===== src/rtl/conv_window_feeder.sv =====
// Raster pixel stream to KxK window issue for the convolution processor.
// Latency: completing pixel accepted at edge N -> mStart (all ones) during cycle N+1.
// Backpressure: pix_ready drops from window issue until cReady returns; one window in flight.
module conv_window_feeder #(
    parameter int DATA_WIDTH  = 32,
    parameter int KERNEL_SIZE = 3,
    parameter int IMG_WIDTH   = 8,
    parameter int IMG_HEIGHT  = 8
) (
    input  logic                                          Clk,
    input  logic                                          Rst_n,
    input  logic                                          pix_valid,
    input  logic [DATA_WIDTH-1:0]                         pix_data,
    output logic                                          pix_ready,
    output logic [KERNEL_SIZE*KERNEL_SIZE*DATA_WIDTH-1:0] multiplier_out,
    output logic [KERNEL_SIZE*KERNEL_SIZE-1:0]            mStart,
    input  logic                                          cReady,
    output logic [15:0]                                   win_count,
    output logic                                          frame_done
);

    localparam int K      = KERNEL_SIZE;
    localparam int VW     = K * K * DATA_WIDTH;
    localparam int SR_LEN = (K - 1) * IMG_WIDTH + K;
    localparam int CW     = $clog2(IMG_WIDTH);
    localparam int RW     = $clog2(IMG_HEIGHT);

    localparam logic [CW-1:0] COL_KM1  = CW'(K - 1);
    localparam logic [RW-1:0] ROW_KM1  = RW'(K - 1);
    localparam logic [CW-1:0] COL_LAST = CW'(IMG_WIDTH - 1);
    localparam logic [RW-1:0] ROW_LAST = RW'(IMG_HEIGHT - 1);

    typedef enum logic [2:0] {
        S_IDLE,
        S_ACCEPT,
        S_ISSUE,
        S_WAIT,
        S_DONE
    } state_t;

    state_t                  state_q, state_d;
    logic [CW-1:0]           col_q, col_d;
    logic [RW-1:0]           row_q, row_d;
    logic [15:0]             win_count_q, win_count_d;
    logic [VW-1:0]           win_q, win_d;
    logic                    last_q, last_d;
    logic [DATA_WIDTH-1:0]   sr_q [SR_LEN];
    logic [DATA_WIDTH-1:0]   sr_d [SR_LEN];

    logic xfer;
    logic completes;

    assign xfer      = (state_q == S_ACCEPT) && pix_valid;
    assign completes = (row_q >= ROW_KM1) && (col_q >= COL_KM1);

    // sr[0] is the newest pixel; sr[d] is the pixel d positions earlier in raster order,
    // so the previous K-1 rows live at multiples of IMG_WIDTH behind it.
    always_comb begin
        sr_d = sr_q;
        if (xfer) begin
            sr_d[0] = pix_data;
            for (int i = 1; i < SR_LEN; i++) begin
                sr_d[i] = sr_q[i-1];
            end
        end
    end

    always_comb begin
        state_d     = state_q;
        col_d       = col_q;
        row_d       = row_q;
        win_count_d = win_count_q;
        win_d       = win_q;
        last_d      = last_q;

        unique case (state_q)
            S_IDLE: state_d = S_ACCEPT;
            S_ACCEPT: begin
                if (xfer) begin
                    if (col_q == COL_LAST) begin
                        col_d = '0;
                        row_d = (row_q == ROW_LAST) ? '0 : row_q + 1'b1;
                    end else begin
                        col_d = col_q + 1'b1;
                    end
                    if (completes) begin
                        for (int r = 0; r < K; r++) begin
                            for (int c = 0; c < K; c++) begin
                                win_d[(r*K+c)*DATA_WIDTH +: DATA_WIDTH] =
                                    sr_d[(K-1-r)*IMG_WIDTH + (K-1-c)];
                            end
                        end
                        last_d  = (row_q == ROW_LAST) && (col_q == COL_LAST);
                        state_d = S_ISSUE;
                    end
                end
            end
            S_ISSUE: state_d = S_WAIT;
            S_WAIT: begin
                if (cReady) begin
                    win_count_d = win_count_q + 16'd1;
                    state_d     = last_q ? S_DONE : S_ACCEPT;
                end
            end
            S_DONE: begin
                win_count_d = '0;
                col_d       = '0;
                row_d       = '0;
                state_d     = S_ACCEPT;
            end
            default: state_d = S_IDLE;
        endcase
    end

    always_ff @(posedge Clk) begin
        if (!Rst_n) begin
            state_q     <= S_IDLE;
            col_q       <= '0;
            row_q       <= '0;
            win_count_q <= '0;
            win_q       <= '0;
            last_q      <= 1'b0;
        end else begin
            state_q     <= state_d;
            col_q       <= col_d;
            row_q       <= row_d;
            win_count_q <= win_count_d;
            win_q       <= win_d;
            last_q      <= last_d;
        end
    end

    // Line storage is deliberately not reset; the row counter keeps stale rows out of windows.
    always_ff @(posedge Clk) begin
        sr_q <= sr_d;
    end

    assign pix_ready      = (state_q == S_ACCEPT);
    assign mStart         = (state_q == S_ISSUE) ? '1 : '0;
    assign frame_done     = (state_q == S_DONE);
    assign multiplier_out = win_q;
    assign win_count      = win_count_q;

endmodule


===== config.mk =====
export PLATFORM = sky130hd
export DESIGN_NAME = conv_window_feeder
export DESIGN_NICKNAME = d
export VERILOG_FILES = /design/src/rtl/conv_window_feeder.sv
export SDC_FILE = /design/constraint.sdc
export NUM_CORES = 1
export LEC_CHECK = 0
export ABC_AREA = 1
export CORE_MARGIN = 1
export CORE_UTILIZATION = 43
export CTS_BUF_LIST = sky130_fd_sc_hd__clkbuf_4
export CTS_CLUSTER_SIZE = 16
export DETAILED_ROUTE_END_ITERATION = 7
export SYNTH_ARGS = -nofsm -noshare
export SYNTH_HDL_FRONTEND = slang
export SYNTH_SLANG_ARGS = --single-unit
export TNS_END_PERCENT = 30

===== constraint.sdc =====
create_clock -name Clk -period 7.49 [get_ports Clk]
set_input_delay 1.498 -clock Clk [delete_from_list [all_inputs] [get_ports Clk]]
set_output_delay 1.498 -clock Clk [all_outputs]
set_load 0.03 [all_outputs]

==> impl_metrics.ini, run 1 <==
[synth]
synthCells = 2806
yosysTopAreaCell = dfxtp_1
syn_area_um2 = 29500
synthFlopType = dfxtp_1
avgSynthCellArea_um2 = 10.5
synth_nets = 2848
synth.most_common_cell = nor2_1
ys_ff_latch = 890
synth_area_leaders = dfxtp_1, edfxtp_1, nor2_1, nand2_1, o21ai_0
yosysSeqAreaShare_pct = 71.3
netlist_top_cells_count = nor2_1, dfxtp_1, nand2_1, edfxtp_1, o21ai_0
synth_edf_count = 320
yosys.area.top_type_share_pct = 38.7
yosys_warnings = 0
ys_async_sr_fraction_pct = 0
synth.distinct_cells = 28

[clocking]
clk_latency_ns = 0.99
cts_tree = built
cts_sinks = 890
cts_setup_buffers = 0
clk_pin_slew_ns = 0.07
cts_hold_buf = 0
clockBufferDepth = 3
clock_tree.root_cell = clkbuf_4
cts_max_level = 4
cts_resized = 0
cts_buffers = 219

[timing]
fmax_ghz = 0.235
setup_viol = 0
finalSetupTns_ns = 0
fin_ws_ns = 3.24
period_needed_ns = 4.25
slew_headroom_pct = 17.5
worst_slew_pin_slew_ns = 1.24
rsz0062_at_grt = false
finalHoldViolCount = 0
slew_viol_final = 0
fin_crit_sh_pct = 56.7
finalClockSkew_ns = 0.0471

[grt]
first_global_vias = 20038
antenna_found_initial = 1
grt_pass1_wl_um = 104000
grt_max_degree = 236
grt_use_total_pct = 18.9
overflow = 0

[route]
route.antenna.remaining_nets = 0
met3WireLength_um = 4840
first_pass_iters = 5
wl_per_cell_um = 15.3
drc = 0
num_vias = 20108
drt-total-wl_um = 65700
viasPerCell = 4.69
met2_length_um = 31300
drt-met1-wl_um = 28100
top_layer = met4
first_iter_violations = 1056

[floorplanning]
core-area_um2 = 67500
pin_count = 351
die_h_um = 264
dieWidth_um = 264
start_util_pct = 43.6
num_rows = 95
design.die.area_um2 = 69600

[place]
portBuffers = 350
place_congestion = 0.805
dp_cells = 3876
dp_slack_ns = 2.41
hpwl_um = 40000

[final_layout]
fin_nets = 3266
utilization_pct = 53.3
drive_gt1_share_pct = 11.0
area_growth_pct = 22.2
final_cells = 4290

[setup_path]
cp_max_fo = 205
critical_path_class = input port to flip-flop
startpoint_type = input port
cp.arrival_ns = 5.11
worst-endpoint-required_ns = 8.35
crit_chain = clkdlybuf4s50_1, inv_1, nor2_8, nand3_4, buf_12, o21ai_1, nor2_1
critPathMaxStageDelay_ns = 0.81
cp_slowest_cell = nand3_4
endpoint_kind = flip-flop

[power]
vdd.ir_drop.worst_uv = 195
finalPower_w = 0.0113
cellLeakagePower_nw = 13.9
powerDensity_nw_per_um2 = 314

[min_path]
hold_path.class = flip-flop to flip-flop

[run_status]
status = complete, no violations

[run]
maxCapViolations = 0
## layer usage
layer	GRT usage [%]	vias up
met5	0	-
met4	8.09	0
met3	7.02	93
met2	31.2	501
met1	22.1	9337
li1	-	10177
## final timing paths
check | depth (start not counted) | slack (ns) | from | end
max | 7 | 3.24 | pix_valid | multiplier_out[251]
min | 0 | 0.38 | sr_q[142] | sr_q[110]
max reg2reg | 6 | 3.87 | state_q[0] | multiplier_out[251]
min reg2reg | 0 | 0.38 | sr_q[142] | sr_q[110]
## layout by cell type (no fill, tap or decap), types with 7 or more instances in the layout
cell and count:
buf_4 7, o21ai_1 136, dfxtp_1 570, edfxtp_1 320, nor2_1 621, nand3_1 15
a21oi_1 19, clkdlybuf4s50_1 349, clkinv_1 64, inv_1 115, nand2_1 501, clkbuf_4 334
o21ai_0 320
## stage by stage
step / instance area [um2] / hold WS (ns)
after CTS: 36000 / 0.361
after global placement: 33100 / 0.401
after floorplan: 29500 / 0.400
after global routing: 36000 / 0.386
final: 36000 / 0.378
after detailed placement: 33100 / 0.405
## flip-flops by register name (all words and copies together) (netlist names)
register,cells
multiplier_out,288
last_q,1
win_count,16
col_q,3
state_q,3
sr_q,576
row_q,3
## worst max-delay path: cells and delay by family
| kind | cells | cell delay [ns] |
|---|---|---|
| AND/OR/NAND/NOR | 3 | 1.54 |
| buffers and inverters | 3 | 1.28 |
| AO/OA/AOI/OAI | 1 | 0.39 |
## where the power goes
| group | total [W] | switching [W] | leakage (nW) | internal (W) |
|---|---|---|---|---|
| registers | 0.00639 | 0.000479 | 7.65 | 0.00591 |
| logic | 0.000940 | 0.000634 | 4.53 | 0.000306 |
| clock network | 0.00396 | 0.00186 | 1.71 | 0.00211 |
| total | 0.0113 | 0.00297 | 13.9 | 0.00832 |
## logic make-up after synthesis
family	Yosys count	synth area share, %
simple gates	1154	15.1
flops	890	71.3
compound gates	475	8.07
buf+inv	281	5.21
fa+ha+maj	6	0.255
## cell type report
type | instances | area [um2]
Fill cell | 6096 | 31500
Sequential cell | 890 | 21000
Multi-Input combinational cell | 1635 | 6930
Timing Repair Buffer | 361 | 3640
Clock buffer | 334 | 2510
Tap cell | 873 | 1090
Inverter | 117 | 439
Clock inverter | 78 | 369
Antenna cell | 2 | 5.00
(Power assumes the default switching activity.)
==> inputs of run 2 (changes only) <==
Clock period 7.49 ns to 4.4 ns, I/O delays scaled along.
==> run 2 against run 1 <==
Effect of this change: combinational power rose by 66%; die area did not move; core utilization rose by 0.41 points; worst hold slack improved by 0.017 ns; non-clock buffer count rose by 2; cell area rose by 0.77%; largest cell class unchanged; worst setup slack got worse by 2.4 ns; flip-flop and latch count did not move; cell count did not move.
==> impl_metrics.ini, run 2 (synthesis gave the netlist of run 1 again) <==
[final_layout]
drive_gt1_share_pct = 11.7
largest_register_ffs = 576
area_growth_pct = 23.1
final_cells = 4290
layout_common_cells = nor2_1, dfxtp_1, nand2_1
fin_area_um2 = 36300
regMostFlops = sr_q
layout_commonest_cell = nor2_1
utilization_pct = 53.7
fin_nets = 3268

[run_status]
status = complete, no violations

[grt]
grt_use_total_pct = 18.8
grt_max_degree = 198
grt_pass1_wl_um = 104000
first_global_vias = 20175
antenna_found_initial = 2
overflow = 0

[clocking]
cts_sinks = 890
clk_latency_ns = 1.02
cts_resized = 0
cts_max_level = 4
cts_tree = built
cts_buffers = 219
cts_hold_buf = 0
cts_setup_buffers = 0
clock_tree.root_cell = clkbuf_4
clockBufferDepth = 3
clk_pin_slew_ns = 0.06

[place]
dp_cells = 3878
dpl_cell_area_um2 = 33200
portBuffers = 350
place_congestion = 0.795
hpwl_um = 39800

[route]
first_iter_violations = 1175
viasPerCell = 4.71
drt-total-wl_um = 65400
drc = 0
route.antenna.remaining_nets = 0
num_vias = 20190
wl_per_cell_um = 15.2
first_pass_iters = 5

[floorplanning]
start_util_pct = 43.6
design.die.area_um2 = 69600
num_rows = 95
core-area_um2 = 67500
die_h_um = 264
pin_count = 351
dieWidth_um = 264

[setup_path]
worst-endpoint-required_ns = 3.52
startpoint_type = flip-flop
critical_path_class = flip-flop to output port
cp.arrival_ns = 2.69
endpoint_kind = output port
cp_max_fo = 10
r2r_slack_ns = 1.92

[timing]
hold_slack_ns = 0.395
rsz0062_at_grt = false
finalClockSkew_ns = 0.0518
finalHoldViolCount = 0
slew_viol_final = 0
slew_headroom_pct = 36.8
fin_crit_sh_pct = 81.1
period_needed_ns = 3.57
worst_slew_pin_slew_ns = 0.947
finalSetupTns_ns = 0
fmax_ghz = 0.280
setup_viol = 0

[power]
cellLeakagePower_nw = 14.0
vdd.ir_drop.worst_uv = 228
powerDensity_nw_per_um2 = 542

[run]
maxCapViolations = 0

[min_path]
hold_path.class = flip-flop to flip-flop
==> run 2: layout make-up <==
class / instances / area, um2
antenna: 7 / 17.5
clock buffer: 356 / 2670
clock inverter: 49 / 380
fill: 6036 / 31200
inverter: 117 / 439
multi-input combinational: 1635 / 6930
sequential: 890 / 21000
tap: 873 / 1090
timing repair buffer: 363 / 3730
==> run 2: worst max-delay path: stages (launching register included) <==
cell	delay [ns]
dfxtp_1	0.54
nand3_1	0.15
inv_1	0.25
clkdlybuf4s50_1	0.74
==> run 2: per-layer routing <==
metal  global-route usage (%)  vias to the layer above  wire, um
met5                        0                        -         0
met4                     8.16                        0      1420
met3                     6.96                      104      4860
met2                     30.5                      513     30900
met1                     22.3                     9415     28200
li1                         -                    10158         -
==> run 2: final timing paths <==
path	startpoint	to	cells after the start
worst max-delay path	state_q[1]	mStart[0]	3
worst min-delay path	sr_q[393]	sr_q[361]	0
worst max register to register	state_q[0]	multiplier_out[165]	7
worst min register to register	sr_q[393]	sr_q[361]	0
==> run 2: per-stage QoR <==
| step | power [W] | worst slack, ns |
|---|---|---|
| global route | 0.0208 | 0.592 |
| finish | 0.0197 | 0.833 |
| global placement | 0.0126 | 1.26 |
| detailed placement | 0.0127 | 1.20 |
| CTS | 0.0200 | 0.663 |
| floorplan | 0.0120 | 0.469 |
==> run 2: power breakdown <==
part | switching (W) | total [W] | internal (W) | leakage (nW)
Clock | 0.00316 | 0.00721 | 0.00405 | 1.82
Sequential | 0.000839 | 0.0109 | 0.0101 | 7.65
Combinational | 0.00103 | 0.00156 | 0.000527 | 4.57
Total | 0.00504 | 0.0197 | 0.0146 | 14.0
==> inputs of run 3 (changes only) <==
Clock period 4.4 ns to 3.7 ns, I/O delays scaled along.
==> run 3 against run 2 <==
Effect of this change: worst setup slack got worse by 0.61 ns; critical endpoint unchanged; register-to-register slack got worse by 0.48 ns; power rose by 17%; sequential power rose by 19%; core utilization barely moved.
==> impl_metrics.ini, run 3 (synthesis gave the netlist of run 1 again) <==
[run_status]
status = complete, no violations

[setup_path]
endpoint_kind = output port
critPathMaxStageDelay_ns = 0.74
crit_chain = nand3_1, inv_1, clkdlybuf4s50_1
cp_max_fo = 10
cp.arrival_ns = 2.73
critical_path.top_delay_family = buffers and inverters
r2r_slack_ns = 1.44
startpoint_type = flip-flop
path_buf_inv = 2
critical_path_class = flip-flop to output port
worst-endpoint-required_ns = 2.96
cp_slowest_cell = clkdlybuf4s50_1

[floorplanning]
design.die.area_um2 = 69600
num_rows = 95
die_h_um = 264
pin_count = 351
start_util_pct = 43.6
core-area_um2 = 67500
dieWidth_um = 264

[final_layout]
multi_input_area_um2 = 6930
layout_common_cells = nor2_1, dfxtp_1, nand2_1
layout_commonest_cell = nor2_1
final_cells = 4294
fin_nets = 3274
drive_gt1_share_pct = 11.9
area_growth_pct = 23.0
utilization_pct = 53.7
regArea_um2 = 21000
fill_cells = 6084
regMostFlops = sr_q
largest_register_ffs = 576

[power]
power_switching_share_pct = 26.2
pwr-share-clk_pct = 35.6
vdd.ir_drop.worst_uv = 252
cellLeakagePower_nw = 14.0
powerDensity_nw_per_um2 = 637
p_switching_w = 0.00604
internal_power_w = 0.0170
power_frac_seq_pct = 56.1
pwr-share-comb_pct = 8.2

[timing]
rsz0062_at_grt = false
period_needed_ns = 3.47
slew_headroom_pct = 25.2
finalClockSkew_ns = 0.0561
finalSetupTns_ns = 0
fin_crit_sh_pct = 93.9
fmax_ghz = 0.288
worst_slew_pin_slew_ns = 1.12
setup_viol = 0
finalHoldViolCount = 0
slew_viol_final = 0

[place]
portBuffers = 350
dp_cells = 3884
place_congestion = 0.776
hpwl_um = 40800

[run]
maxCapViolations = 0

[route]
drt-total-wl_um = 66400
viasPerCell = 4.69
first_pass_iters = 5
num_vias = 20138
drc = 0
wl_per_cell_um = 15.5
route.antenna.remaining_nets = 0
first_iter_violations = 1202

[min_path]
hold_path.class = input port to flip-flop

[grt]
antenna_found_initial = 2
first_global_vias = 19836
grt_max_degree = 185
overflow = 0
grt_use_total_pct = 18.9
grt_pass1_wl_um = 104000

[clocking]
cts_resized = 0
clk_latency_ns = 1.03
clockBufferDepth = 3
cts_hold_buf = 0
cts_buffers = 219
cts_setup_buffers = 0
cts_sinks = 890
cts_tree = built
cts_max_level = 4
clock_tree.root_cell = clkbuf_4
clk_pin_slew_ns = 0.06
run 3: routing by layer:
metal / GRT usage [%] / share of wire, % / up-vias
met1: 22.7 / 43 / 9338
li1: - / - / 10166
met2: 30.8 / 47 / 549
met5: 0 / 0 / -
met4: 6.96 / 1.9 / 0
met3: 7.25 / 7.5 / 85
run 3: worst register-to-register path: stages (launching register included):
cell and delay, ns:
dfxtp_1 0.56, inv_2 0.12, nand3_4 0.14, nor2_8 0.08, nand3_4 0.08, buf_4 0.82
o21ai_0 0.25, nor2_1 0.14
run 3: cell type report:
class	count	area share, %
antenna	3	0.0207
clock buffer	357	7.39
clock inverter	50	0.749
inverter	117	1.21
multi-input combinational	1635	19.1
sequential	890	58.0
tap	873	3.01
timing repair buffer	369	10.5
run 3: path summary, 6_finish.rpt:
path	end	depth (start not counted)	startpoint
max reg2reg	multiplier_out[8]	7	state_q[1]
min	row_q[0]	3	Rst_n
max	mStart[0]	3	state_q[1]
min reg2reg	sr_q[355]	0	sr_q[387]
run 3: power groups by stage:
stage / sequential, W / combinational, W / clock (W)
after CTS: 0.0130 / 0.00192 / 0.00854
final: 0.0130 / 0.00190 / 0.00822
after detailed placement: 0.0132 / 0.00190 / 0
after global routing: 0.0131 / 0.00224 / 0.00905
after global placement: 0.0131 / 0.00183 / 0
after floorplan: 0.0127 / 0.00149 / 0
run 3: per-stage QoR:
step | power (W) | worst slack (ns) | area (um2) | hold slack (ns)
3_5_place_dp | 0.0151 | 0.704 | 33300 | 0.405
5_1_grt | 0.0244 | 0.0228 | 36300 | 0.175
6_report | 0.0231 | 0.225 | 36300 | 0.280
4_1_cts | 0.0234 | 0.105 | 36200 | 0.141
2_1_floorplan | 0.0142 | 0.538 | 29500 | 0.400
3_3_place_gp | 0.0150 | 0.779 | 33300 | 0.401
